==> src/rtl/egg_timer_countdown.sv <==
// egg_timer_countdown: BCD MM:SS countdown clocked by the divider's tick edges,
// with pause/resume and a self-clearing alarm at 0:00.
module egg_timer_countdown #(
  parameter int TICKS_PER_SEC = 4,
  parameter int MAX_MIN = 59,
  parameter int ALARM_SECS = 10
) (
  input  logic       CLK,
  input  logic       RST_N,
  input  logic       TICK_IN,
  input  logic       btn_start,
  input  logic       btn_min,
  input  logic       btn_sec,
  input  logic       btn_clear,
  output logic       div_enable,
  output logic [3:0] min_tens,
  output logic [3:0] min_ones,
  output logic [2:0] sec_tens,
  output logic [3:0] sec_ones,
  output logic       running,
  output logic       alarm
);
  localparam int TW = (TICKS_PER_SEC > 1) ? $clog2(TICKS_PER_SEC) : 1;
  localparam int AW = $clog2(ALARM_SECS + 1);
  localparam logic [3:0] MT = 4'(MAX_MIN / 10);
  localparam logic [3:0] MO = 4'(MAX_MIN % 10);
  typedef enum logic [1:0] {SET, RUN, PAUSE, ALARM} state_t;
  state_t state, n_state;
  logic s1, s2, s3, tick_edge;
  logic [TW-1:0] tick_cnt, n_tick_cnt;
  logic [AW-1:0] alarm_cnt, n_alarm_cnt;
  logic [3:0] n_mt, n_mo, n_so;
  logic [2:0] n_st;
  logic [7:0] inc_min;
  logic [6:0] inc_sec;
  logic [14:0] dec_time;
  logic is_zero, is_one, tick_wrap, any_btn;
  assign tick_edge = s2 & ~s3;
  assign any_btn = btn_start | btn_min | btn_sec | btn_clear;
  assign tick_wrap = tick_cnt == TW'(TICKS_PER_SEC - 1);
  assign is_zero = {min_tens, min_ones, sec_tens, sec_ones} == 15'd0;
  assign is_one = {min_tens, min_ones, sec_tens, sec_ones} == 15'd1;
  assign inc_min = (min_tens == MT && min_ones == MO) ? 8'd0 :
                   (min_ones == 4'd9) ? {min_tens + 4'd1, 4'd0} : {min_tens, min_ones + 4'd1};
  assign inc_sec = (sec_tens == 3'd5 && sec_ones == 4'd9) ? 7'd0 :
                   (sec_ones == 4'd9) ? {sec_tens + 3'd1, 4'd0} : {sec_tens, sec_ones + 4'd1};
  // Borrow chain: seconds ones -> seconds tens -> minutes ones -> minutes tens
  assign dec_time = (sec_ones != 4'd0) ? {min_tens, min_ones, sec_tens, sec_ones - 4'd1} :
                    (sec_tens != 3'd0) ? {min_tens, min_ones, sec_tens - 3'd1, 4'd9} :
                    (min_ones != 4'd0) ? {min_tens, min_ones - 4'd1, 3'd5, 4'd9} :
                                         {min_tens - 4'd1, 4'd9, 3'd5, 4'd9};
  always_comb begin
    n_state = state;
    n_tick_cnt = tick_cnt;
    n_alarm_cnt = alarm_cnt;
    {n_mt, n_mo, n_st, n_so} = {min_tens, min_ones, sec_tens, sec_ones};
    case (state)
      SET: begin
        if (btn_clear) {n_mt, n_mo, n_st, n_so} = 15'd0;
        else if (btn_start) begin
          if (!is_zero) begin
            n_state = RUN;
            n_tick_cnt = '0;
          end
        end
        else if (btn_min) {n_mt, n_mo} = inc_min;
        else if (btn_sec) {n_st, n_so} = inc_sec;
      end
      RUN: begin
        if (btn_clear) begin
          n_state = SET;
          n_tick_cnt = '0;
          {n_mt, n_mo, n_st, n_so} = 15'd0;
        end else begin
          if (tick_edge) begin
            if (tick_wrap) begin
              n_tick_cnt = '0;
              {n_mt, n_mo, n_st, n_so} = dec_time;
              if (is_one) begin
                n_state = ALARM;
                n_alarm_cnt = '0;
              end
            end else n_tick_cnt = tick_cnt + TW'(1);
          end
          if (btn_start && n_state == RUN) n_state = PAUSE;
        end
      end
      PAUSE: begin
        if (btn_clear) begin
          n_state = SET;
          n_tick_cnt = '0;
          {n_mt, n_mo, n_st, n_so} = 15'd0;
        end else if (btn_start) n_state = RUN;
      end
      default: begin
        if (any_btn) begin
          n_state = SET;
          n_tick_cnt = '0;
          n_alarm_cnt = '0;
        end else if (tick_edge) begin
          if (tick_wrap) begin
            n_tick_cnt = '0;
            if (alarm_cnt == AW'(ALARM_SECS - 1)) begin
              n_state = SET;
              n_alarm_cnt = '0;
            end else n_alarm_cnt = alarm_cnt + AW'(1);
          end else n_tick_cnt = tick_cnt + TW'(1);
        end
      end
    endcase
  end
  always_ff @(posedge CLK or negedge RST_N) begin
    if (!RST_N) begin
      {s1, s2, s3} <= 3'b000;
      state <= SET;
      tick_cnt <= '0;
      alarm_cnt <= '0;
      {min_tens, min_ones, sec_tens, sec_ones} <= 15'd0;
      running <= 1'b0;
      alarm <= 1'b0;
      div_enable <= 1'b0;
    end else begin
      {s1, s2, s3} <= {TICK_IN, s1, s2};
      state <= n_state;
      tick_cnt <= n_tick_cnt;
      alarm_cnt <= n_alarm_cnt;
      {min_tens, min_ones, sec_tens, sec_ones} <= {n_mt, n_mo, n_st, n_so};
      running <= n_state == RUN;
      alarm <= n_state == ALARM;
      div_enable <= n_state == RUN || n_state == ALARM;
    end
  end
endmodule

==> config.mk <==
export PLATFORM = sky130hd
export DESIGN_NAME = egg_timer_countdown
export DESIGN_NICKNAME = d
export VERILOG_FILES = /design/src/rtl/egg_timer_countdown.sv
export SDC_FILE = /design/constraint.sdc
export NUM_CORES = 1
export LEC_CHECK = 0
export CORE_MARGIN = 2
export CORE_UTILIZATION = 56
export CTS_CLUSTER_SIZE = 25
export DETAILED_ROUTE_END_ITERATION = 10
export MAX_ROUTING_LAYER = met4
export PLACE_DENSITY_LB_ADDON = 0.1
export SLEW_MARGIN = 40
export SYNTH_ARGS = -nofsm -noshare
export SYNTH_HDL_FRONTEND = slang
export SYNTH_SLANG_ARGS = --single-unit
export TNS_END_PERCENT = 20
==> constraint.sdc <==
create_clock -name CLK -period 3.2 [get_ports CLK]
set_clock_uncertainty 0.05 [all_clocks]
set_input_delay 0.8 -clock CLK [delete_from_list [all_inputs] [get_ports CLK]]
set_output_delay 0.8 -clock CLK [all_outputs]
set_load 0.05 [all_outputs]
==> results.md <==
- Critical path capture point type: flip-flop
- Root Buffer: clkbuf_8
- Yosys reg bits: 29
- Tot GR Track Use: 25.8%
- Core ar.: 0.00366 sq mm
- Count leader, synth: dfrtp_1
- Critical R2R Launch: sec_ones[0]
- Num CTS Buffers: 5
- Area leader, netlist: dfrtp_1
- Syn avg cell area: 8.80 sq um
- Crit path cell chain: clkdlybuf4s50_1 > inv_1 > a311oi_1 > o31ai_1 > buf_4 > o31ai_1 > o31ai_1
- Top cells by count, synth: dfrtp_1 (29), ha_1 (20), a21oi_1 (18)
- Initial antenna violation count: 0
- Area Overhead vs Synth: 20.7%
- Slew HR: 55.4%
- Clock power frac: 14.6%
- Yosys warnings: 0
- Critical path arrival: 2760 ps
- Worst Max-Slew Pin Slew: 663 ps
- Max clock buf depth: 2
- Final Hold Viols: 0
- Fmax: 377 MHz
- Vias in the first global route: 1,800
- Routability cong.: 0.946
- Hold buffer count at cts: 0
- Initial Util: 58.4%
- Fin worst setup slack: 546 ps
- WS Path Type: input pin to flip-flop
- Post-layout net count: 304
- P_leak: 1.08 nW
- Comb power frac: 59.7%
- Row count: 22
- Synth top area share: 33.9%
- DR iter-0 viols: 182
- Syn Inst Count: 243
- Antenna-violating nets left: 0
- Internal power: 0.00117 W
- Synthesized cell area: 0.00214 sq mm
- HPWL Detailed: 3.73 mm
- Slowest CP cell: clkdlybuf4s50_1
- Io pins: 25
- EDFF count, synth: 0
- Die W: 65.8 um
- Clock sinks: 29
- Main synth FF type: dfrtp_1
- Psw: 0.00114 W
- MaxCap Viol Count: 0
- Worst reg2reg path depth: 8
- Port bufs: 24
- Worst flop-to-flop path endpoint: min_tens[2]
- Seq pwr share: 25.7%
- Asr flop ratio synth: 100%
- Critical Path Max Stage Delay: 600 ps
- End of the critical path: min_tens[2]
- Sw Ratio: 49.2%
- Pre-antenna DRT Iters: 4
- Setup_tns: 0 ps
- Crit path max fanout: 9
- Pins Over Slew Limit: 0
- Distinct cells, synth: 53
- Post-CTS Setup Bufs: 0
- Max VDD drop: 0.000544 V
- Reg2Reg Setup Slack: 700 ps
- Global-route wire length before repair: 8.42 mm
- Final period util: 82.9%
- Vias per inst: 6.15
- Ant diodes: 0
- Vias: 2,006
- RSZ-0062 raised after global routing: false
- Critical path's most frequent cell: o31ai_1
- Placed insts: 318
- CTS tree: built
- Full die area: 0.00433 sq mm
- Clock-pin slew on the worst setup and hold paths: 60 ps
- Die height: 65.8 um
- Largest net degree at the start of global routing: 30
- # DRC: 0
- Worst EP required: 3300 ps
- Total gr overflow: 0
- Seq/Total Area, Yosys: 33.9%
- Startpoint types: input pin
- CTS H-Tree Depth: 2
- Minimum clock period: 2650 ps
- Pre-CTS setup slack: 289 ps
- Routed wire length: 5.12 mm
- Drt wl/cell: 15.7 um
- Share of cells above drive strength 1: 8.99%
- Final Setup Violations: 0
- Clk_lat worst skew: 280 ps
- Area contributors post-synth: dfrtp_1 (34%), ha_1 (12%), a21oi_1 (4.2%)
- Post-cts sizing count: 0
- Cell Pwr Density: 894 mW/mm^2
- Syn nets: 270
- Final Non-Filler Cells: 326
- Crit path from: btn_clear
- Hold Crit Class: flip-flop to flip-flop
- Run status: complete, no violations
routing by layer:
layer	vias up	GRT usage [%]	wire, um
met2	64	40.3	2470
met3	6	4.60	271
met1	956	34.7	2320
met5	-	-	0
li1	980	-	-
met4	0	7.03	55
metrics by stage:
step	power, W	area [sq um]	util [%]	hold WS [ps]
after global routing	0.00247	2580	70.5	317
after floorplan	0.00156	2140	-	281
after detailed placement	0.00196	2480	67.7	286
after CTS	0.00231	2580	70.5	301
final	0.00231	2580	70.5	298
after global placement	0.00194	2480	67.7	284
critical path: cells and delay by family:
kind	cells	cell delay [ps]
buffers and inverters	3	940
AOI/OAI and AO/OA	4	1030
cells in the final DEF, fill, tap and decap left out, types with 4 or more instances in the layout:
cell / count
a21oi_1: 18
buf_4: 8
clkbuf_8: 7
clkdlybuf4s50_1: 24
dfrtp_1: 29
ha_1: 20
inv_1: 17
nand2_1: 15
nand3_1: 8
nand3b_1: 5
nor2_1: 17
nor2b_1: 8
nor3_1: 7
nor3b_1: 4
o21ai_0: 17
o31ai_1: 10
sequential cells by signal (all words and copies together), names as in the netlist, 2 cells and up:
register,count
alarm_cnt,4
sec_ones,4
state,2
sec_tens,3
min_tens,4
min_ones,4
tick_cnt,2
power by group through the flow:
| stage | clock (W) | sequential (W) | combinational, W |
|---|---|---|---|
| 3_3_place_gp | 0 | 0.000597 | 0.00135 |
| 3_5_place_dp | 0 | 0.000599 | 0.00136 |
| 2_1_floorplan | 0 | 0.000814 | 0.000750 |
| 6_report | 0.000336 | 0.000594 | 0.00138 |
| 5_1_grt | 0.000357 | 0.000614 | 0.00150 |
| 4_1_cts | 0.000342 | 0.000594 | 0.00137 |
final cells by class:
type	count	area [sq um]
clock buffers	7	96.3
fillers	306	1080
clock inverters	1	5.00
multi-input cells	192	1330
repair buffers	32	300
inverters	17	63.8
flip-flops and latches	29	726
well taps	48	60.1
worst min path at each step:
stage	cells past startpoint	endpoint	start
floorplan	0	s2	s1
global placement	0	s2	s1
detailed placement	0	s2	s1
CTS	0	s2	s1
global route	0	s2	s1
finish	0	s2	s1
logic make-up (layout without fill, tap and decap cells):
kind of cell / count (synthesis) / after routing / share of synthesized area [%]
adder cells (fa/ha/maj): 20 / 20 / 11.7
flip-flops: 29 / 29 / 33.9
multiplexers: 3 / 3 / 1.52
buffers and inverters: 22 / 57 / 3.86
AO/OA/AOI/OAI: 78 / 78 / 24.3
AND/OR/NAND/NOR: 91 / 91 / 24.7
Note: power is estimated with default switching activity, not from simulation.
